$ cat config.mk
export PLATFORM = sky130hd
export DESIGN_NAME = cpa_share_arb_flat
export DESIGN_NICKNAME = d
export VERILOG_FILES = /design/src/rtl/cpa_share_arb_if.sv /design/src/rtl/cpa_share_arb.sv /design/src/flat_wrapper.sv
export SDC_FILE = /design/constraint.sdc
export NUM_CORES = 1
export LEC_CHECK = 0
export CAP_MARGIN = 20
export CORE_AREA = 2 2 119 121
export DETAILED_ROUTE_END_ITERATION = 8
export DIE_AREA = 0 0 121 123
export GPL_TIMING_DRIVEN = 0
export PLACE_DENSITY = 0.85
export SYNTH_ARGS = -nofsm -noshare
export SYNTH_HDL_FRONTEND = slang
export SYNTH_SLANG_ARGS = --single-unit
$ cat constraint.sdc
create_clock -name clk -period 6 [get_ports clk]
set_clock_uncertainty 0.15 [all_clocks]
set_input_delay 1.2 -clock clk [delete_from_list [all_inputs] [get_ports clk]]
set_output_delay 1.2 -clock clk [all_outputs]
set_load 0.05 [all_outputs]
$ cat src/rtl/cpa_share_arb_if.sv
// Handshake bundle between NREQ operand requesters and the shared adder.
// Requesters drive the master side; the arbiter takes the slave side.
interface cpa_share_arb_if #(
  parameter int NREQ = 4
);
  localparam int IDW = $clog2(NREQ);

  logic [NREQ-1:0]    req_valid;
  logic [NREQ-1:0]    req_ready;
  logic [NREQ*32-1:0] req_a;
  logic [NREQ*32-1:0] req_b;
  logic [NREQ-1:0]    req_last;
  logic               rsp_valid;
  logic               rsp_ready;
  logic [31:0]        rsp_sum;
  logic               rsp_cout;
  logic [IDW-1:0]     rsp_id;

  modport master (
    output req_valid,
    output req_a,
    output req_b,
    output req_last,
    output rsp_ready,
    input  req_ready,
    input  rsp_valid,
    input  rsp_sum,
    input  rsp_cout,
    input  rsp_id
  );

  modport slave (
    input  req_valid,
    input  req_a,
    input  req_b,
    input  req_last,
    input  rsp_ready,
    output req_ready,
    output rsp_valid,
    output rsp_sum,
    output rsp_cout,
    output rsp_id
  );
endinterface

$ cat src/rtl/cpa_share_arb.sv
// Round-robin sharing of one MG_CPA prefix adder among NREQ requesters.
// Define CPA_SHARE_LOCK_EN to lock the grant across req_last bursts.
module MG_CPA (
  input  logic [31:0] a,
  input  logic [31:0] b,
  output logic [31:0] sum,
  output logic        cout
);
  logic [31:0] g_k;
  logic [31:0] p_k;
  logic [31:0] g_n;
  logic [31:0] p_n;
  logic [31:0] p_0;
  logic [31:0] carry;

  // Kogge-Stone prefix tree: five doubling levels of (g, p) merges.
  always_comb begin
    g_k = a & b;
    p_k = a ^ b;
    p_0 = p_k;
    g_n = g_k;
    p_n = p_k;
    for (int k = 0; k < 5; k++) begin
      g_n = g_k;
      p_n = p_k;
      for (int i = (1 << k); i < 32; i++) begin
        g_n[i] = g_k[i] | (p_k[i] & g_k[i-(1<<k)]);
        p_n[i] = p_k[i] & p_k[i-(1<<k)];
      end
      g_k = g_n;
      p_k = p_n;
    end
    carry = {g_k[30:0], 1'b0};
    sum   = p_0 ^ carry;
    cout  = g_k[31];
  end
endmodule

module cpa_share_arb #(
  parameter int NREQ = 4
) (
  input  logic          clk,
  input  logic          rst_n,
  cpa_share_arb_if.slave bus
);
  localparam int IDW = $clog2(NREQ);

  logic [IDW-1:0]  ptr_q;
  logic [IDW-1:0]  idx;
  logic [IDW-1:0]  gnt_id;
  logic [IDW-1:0]  sel_id;
  logic [IDW-1:0]  ptr_nxt;
  logic [NREQ-1:0] grant;
  logic            found;
  logic            can_load;
  logic            accept;
  logic [31:0]     op_a;
  logic [31:0]     op_b;
  logic [31:0]     add_sum;
  logic            add_cout;
  logic            valid_q;
  logic [31:0]     sum_q;
  logic            cout_q;
  logic [IDW-1:0]  id_q;
  logic            hold_ptr;

`ifdef CPA_SHARE_LOCK_EN
  typedef enum logic {
    ST_OPEN,
    ST_LOCK
  } lock_st_t;

  lock_st_t       state_q;
  lock_st_t       state_d;
  logic [IDW-1:0] lock_id_q;
  logic [IDW-1:0] lock_id_d;
  logic           acc_last;

  assign acc_last = bus.req_last[gnt_id];

  // Lock state register.
  always_ff @(posedge clk) begin
    if (!rst_n) begin
      state_q   <= ST_OPEN;
      lock_id_q <= '0;
    end else begin
      state_q   <= state_d;
      lock_id_q <= lock_id_d;
    end
  end

  // Enter lock on a non-last beat, leave it on the holder's last beat.
  always_comb begin
    state_d   = state_q;
    lock_id_d = lock_id_q;
    hold_ptr  = 1'b0;
    if (accept) begin
      if (!acc_last) begin
        state_d   = ST_LOCK;
        lock_id_d = gnt_id;
        hold_ptr  = 1'b1;
      end else begin
        state_d   = ST_OPEN;
      end
    end
  end
`else
  logic unused_last;
  assign unused_last = ^bus.req_last;
  assign hold_ptr    = 1'b0;
`endif

  // First valid requester at or after ptr, wrapping; lock overrides.
  always_comb begin
    grant  = '0;
    gnt_id = '0;
    idx    = '0;
    found  = 1'b0;
    for (int j = 0; j < NREQ; j++) begin
      idx = IDW'((int'(ptr_q) + j) % NREQ);
      if (!found && bus.req_valid[idx]) begin
        found  = 1'b1;
        gnt_id = idx;
      end
    end
`ifdef CPA_SHARE_LOCK_EN
    if (state_q == ST_LOCK) begin
      gnt_id = lock_id_q;
      found  = bus.req_valid[lock_id_q];
    end
`endif
    if (found) grant[gnt_id] = 1'b1;
  end

  assign can_load      = !valid_q || bus.rsp_ready;
  assign bus.req_ready = grant & {NREQ{can_load}};
  assign accept        = found && can_load;
  assign sel_id        = found ? gnt_id : '0;
  assign ptr_nxt       = (gnt_id == IDW'(NREQ - 1)) ? '0 : gnt_id + 1'b1;

  // Operand mux driven by the grant; idle cycles feed requester 0.
  always_comb begin
    op_a = bus.req_a[31:0];
    op_b = bus.req_b[31:0];
    for (int i = 0; i < NREQ; i++) begin
      if (sel_id == IDW'(i)) begin
        op_a = bus.req_a[32*i +: 32];
        op_b = bus.req_b[32*i +: 32];
      end
    end
  end

  MG_CPA u_cpa (
    .a    (op_a),
    .b    (op_b),
    .sum  (add_sum),
    .cout (add_cout)
  );

  // Result register and round-robin pointer.
  always_ff @(posedge clk) begin
    if (!rst_n) begin
      valid_q <= 1'b0;
      sum_q   <= '0;
      cout_q  <= 1'b0;
      id_q    <= '0;
      ptr_q   <= '0;
    end else if (accept) begin
      valid_q <= 1'b1;
      sum_q   <= add_sum;
      cout_q  <= add_cout;
      id_q    <= gnt_id;
      if (!hold_ptr) ptr_q <= ptr_nxt;
    end else if (valid_q && bus.rsp_ready) begin
      valid_q <= 1'b0;
    end
  end

  assign bus.rsp_valid = valid_q;
  assign bus.rsp_sum   = sum_q;
  assign bus.rsp_cout  = cout_q;
  assign bus.rsp_id    = id_q;
endmodule

$ cat src/flat_wrapper.sv
// flat-port wrapper written by rule: the top's interface ports become plain ports
module cpa_share_arb_flat 
#(
  parameter int NREQ = 4
)
  (clk, rst_n, bus_req_valid, bus_req_a, bus_req_b, bus_req_last, bus_rsp_ready, bus_req_ready, bus_rsp_valid, bus_rsp_sum, bus_rsp_cout, bus_rsp_id);
  cpa_share_arb_if #(.NREQ(NREQ)) bus_i ();
  input  logic clk;
  input  logic rst_n;
  input wire logic [$bits(bus_i.req_valid)-1:0] bus_req_valid;
  input wire logic [$bits(bus_i.req_a)-1:0] bus_req_a;
  input wire logic [$bits(bus_i.req_b)-1:0] bus_req_b;
  input wire logic [$bits(bus_i.req_last)-1:0] bus_req_last;
  input wire logic [$bits(bus_i.rsp_ready)-1:0] bus_rsp_ready;
  output wire logic [$bits(bus_i.req_ready)-1:0] bus_req_ready;
  output wire logic [$bits(bus_i.rsp_valid)-1:0] bus_rsp_valid;
  output wire logic [$bits(bus_i.rsp_sum)-1:0] bus_rsp_sum;
  output wire logic [$bits(bus_i.rsp_cout)-1:0] bus_rsp_cout;
  output wire logic [$bits(bus_i.rsp_id)-1:0] bus_rsp_id;
  assign bus_i.req_valid = bus_req_valid;
  assign bus_i.req_a = bus_req_a;
  assign bus_i.req_b = bus_req_b;
  assign bus_i.req_last = bus_req_last;
  assign bus_i.rsp_ready = bus_rsp_ready;
  assign bus_req_ready = bus_i.req_ready;
  assign bus_rsp_valid = bus_i.rsp_valid;
  assign bus_rsp_sum = bus_i.rsp_sum;
  assign bus_rsp_cout = bus_i.rsp_cout;
  assign bus_rsp_id = bus_i.rsp_id;
  cpa_share_arb #(.NREQ(NREQ)) u_core (.clk(clk), .rst_n(rst_n), .bus(bus_i));
endmodule
==> out/results.ini <==
[outcome]
status=finished, final reports clean

[power_and_ir_drop]
p_sw_uw=1750
power_uw=3280
clkPwrFrac_pct=9.0
peakVddDrop_uv=162
p_leak_uw=0.00337
power_density_nw_per_um2=378
seq_power_share_pct=12.4
comb_power_share_pct=78.5
switching_share_pct=53.4
power.internal_uw=1530

[setup_path]
worstSetupStartpointType=primary input
critPathTopFamily=buffers and inverters
crit_end=bus_req_ready[0]
critPathArrivalTime_ns=4.45
cp.depth=10
r2r-start=u_core.ptr_q[1]
max_stage_delay_ns=0.82
r2r_slack_ns=1.07
worstPathCellList=clkdlybuf4s50_1 > a21oi_1 > nor2_1 > nor2_1 > o22ai_2 > clkbuf_2 > clkbuf_1 > ha_1 > and3_1 > clkdlybuf4s50_1
critical_path_class=in -> out
end_kind=output pin
crit_fanout=11
r2r_end=u_core.bus.rsp_sum[25]
path_buf_inv=4
crit_slowest_cell=clkdlybuf4s50_1
worstPathRequired_ns=4.65
startpoint=bus_req_valid[0]
reg2reg_depth=18

[placed_design]
port_buffers=301
place.gp.congestion=0.952
place_hpwl_um=20200
post-place-ws_ns=-0.594

[finish]
area_growth_pct=66.8
drive_gt1_share_pct=5.21
final_cell_mix=301 x clkdlybuf4s50_1, 177 x nand2_1, 69 x a211oi_1, 69 x a31oi_1, 67 x nor2b_1
layout_commonest_cell=clkdlybuf4s50_1
final_nets=1397

[clock_tree]
clockBufferDepth=2
cts-root-buf=clkbuf_16
hold_buffers=0
clock_sinks=38
cts_setup_buffers=0
cts_tree=built
clkLatencyLatePin_ns=0.28
htree_levels=2
cts_buffers=5
clk_pin_slew_worst_paths_ns=0.06

[logic_synthesis]
synth_xor_area_share_pct=3.20
async_reset_ff_share_pct=0
synth-edff-count=0
syn-instance-count=785
dominantRegCellSynth=dfxtp_1
syn_area_um2=5200
yosysSeqAreaShare_pct=14.6
synth_mux_area_share_pct=0.193
synth-seq-cells=38
synth.top_cell.area_share_pct=14.6
synth_fp_nets=1089
synth-compound-area-share_pct=36.1
synthSimpleGateAreaFrac_pct=30.9
synth_area_leaders=dfxtp_1 15%, nand2_1 13%, a211oi_1 10%
yosys_warnings=0
synth_area_leader_cell=dfxtp_1
synthDistinctLibCells=61
avgSynthCellArea_um2=6.62
synth_top_family_by_area=compound AO/OA/AOI/OAI gates
synth_adder_area_share_pct=9.05

[floorplan]
row_count=43
ioPinCount=307
coreArea_um2=13600
die_width_um=121
chipHeight_um=123
initial_core_util_pct=38.2
dieArea_um2=14900

[worst_hold_path]
hold_class=reg -> reg

[timing]
fmax_mhz=172
period_minus_slack_ns=5.80
setup_slack_ns=0.196
period_share_pct=96.7
drv_slew=0
tightestPinTransition_ns=0.662
hold_viol=0
setup_viol=0
timing.slew.headroom_pct=55.9

[detailed_routing]
via_per_inst=5.66
wl_per_cell_um=18.8
first_iter_violations=748
vias=7226
ant_nets=0
route.detailed.drc=0
wl_um=24000
drt-pass1-iter-count=5

[grt]
grtUsageTotal_pct=31.1
antenna_found_initial=1
grt_max_degree=14
grt_first_pass_wirelength_um=36500
grt_pass1_vias=6879
grt-ovfl-total=0

[run]
maxCapViolations=0

-- tightest hold or removal path: cells and delay by family, from the launching register on --
family / cells / cell delay [ns]
and+or+nand+nor: 1 / 0.05
DFF: 1 / 0.31
AOI/OAI and AO/OA: 1 / 0.05
-- how the worst min path moves through the flow --
stage	startpoint	endpoint	slack (ns)	depth (start not counted)
CTS	u_core.bus.rsp_sum[24]	u_core.bus.rsp_sum[24]	0.31	2
global placement	u_core.bus.rsp_sum[21]	u_core.bus.rsp_sum[21]	0.29	2
detailed placement	u_core.bus.rsp_sum[26]	u_core.bus.rsp_sum[26]	0.30	2
global route	u_core.bus.rsp_sum[18]	u_core.bus.rsp_sum[18]	0.32	2
floorplan	u_core.ptr_q[0]	u_core.ptr_q[0]	0.38	2
finish	u_core.bus.rsp_sum[24]	u_core.bus.rsp_sum[24]	0.30	2
-- power by group through the flow --
| stage | sequential, µW | clock [µW] | combinational (µW) |
|---|---|---|---|
| 2_1_floorplan | 723 | 0 | 1340 |
| 3_3_place_gp | 407 | 0 | 2460 |
| 3_5_place_dp | 410 | 0 | 2490 |
| 4_1_cts | 408 | 298 | 2500 |
| 5_1_grt | 418 | 310 | 2770 |
| 6_report | 407 | 296 | 2570 |
-- registers in the layout (all words and copies together), names as in the netlist --
signal                flops
u_core.ptr_q              2
u_core.bus.rsp_cout       1
u_core.bus.rsp_sum       32
u_core.bus.rsp_valid      1
u_core.bus.rsp_id         2
-- cells in the mapped netlist, types with 3 or more instances --
cell type  instances
o21bai_1           5
o21ai_0           33
and3_1            11
dfxtp_1           38
a21oi_1           35
nand3_1           18
a21o_1            13
or3_1              4
nor2_1            19
nor3_1             8
nor2b_1           67
o21ai_1            4
nand2_1          177
nand2b_1           5
a21boi_0           8
xnor2_1           12
o22ai_1            4
a32o_1             4
and2_1            13
ha_1              36
buf_2              9
buf_4              3
a31oi_1           69
clkbuf_1          53
a21oi_2            4
a211oi_1          69
inv_1             11
xor2_1             7
nand4_1            6
-- kinds of logic after synthesis --
| kind of cell | after synthesis |
|---|---|
| simple gates | 337 |
| compound gates | 276 |
| buf+inv | 77 |
| flops | 38 |
| fa+ha+maj | 37 |
| xor+xnor | 19 |
| mux | 1 |
-- metrics by stage --
stage	util, %	area (µm²)	setup TNS, ns	hold WS, ns	instances
3_3_place_gp	62.0	8440	-5.90	0.287	1266
6_report	63.7	8670	0	0.301	1276
4_1_cts	63.3	8620	0	0.306	1274
3_5_place_dp	62.0	8440	-5.78	0.296	1266
2_1_floorplan	-	5200	0	0.378	785
5_1_grt	63.7	8670	-0.0840	0.320	1275
-- area by class of cell --
class                      count  area [µm²]
buffer                        66         293
inverter                      11        41.3
sequential                    38         761
clock buffer                   5         125
clock inverter                 3        45.0
antenna                        2        5.00
multi-input combinational    670        4160
tap                          180         225
timing repair buffer         301        3010
fill                        1265        4940
-- per-layer routing --
layer	GRT usage, %	part of all wire (%)
met1	40.8	41
met2	53.5	48
met3	3.78	8.3
met4	9.59	2.7
met5	0	0
-- repair_timing --
item | CTS | global route
cloned | 0 | 0
gates resized for setup | 3 | 37
setup endpoints to repair | 14 | 13
pin swaps | 0 | 0
Power figures use the tool's default switching activity.
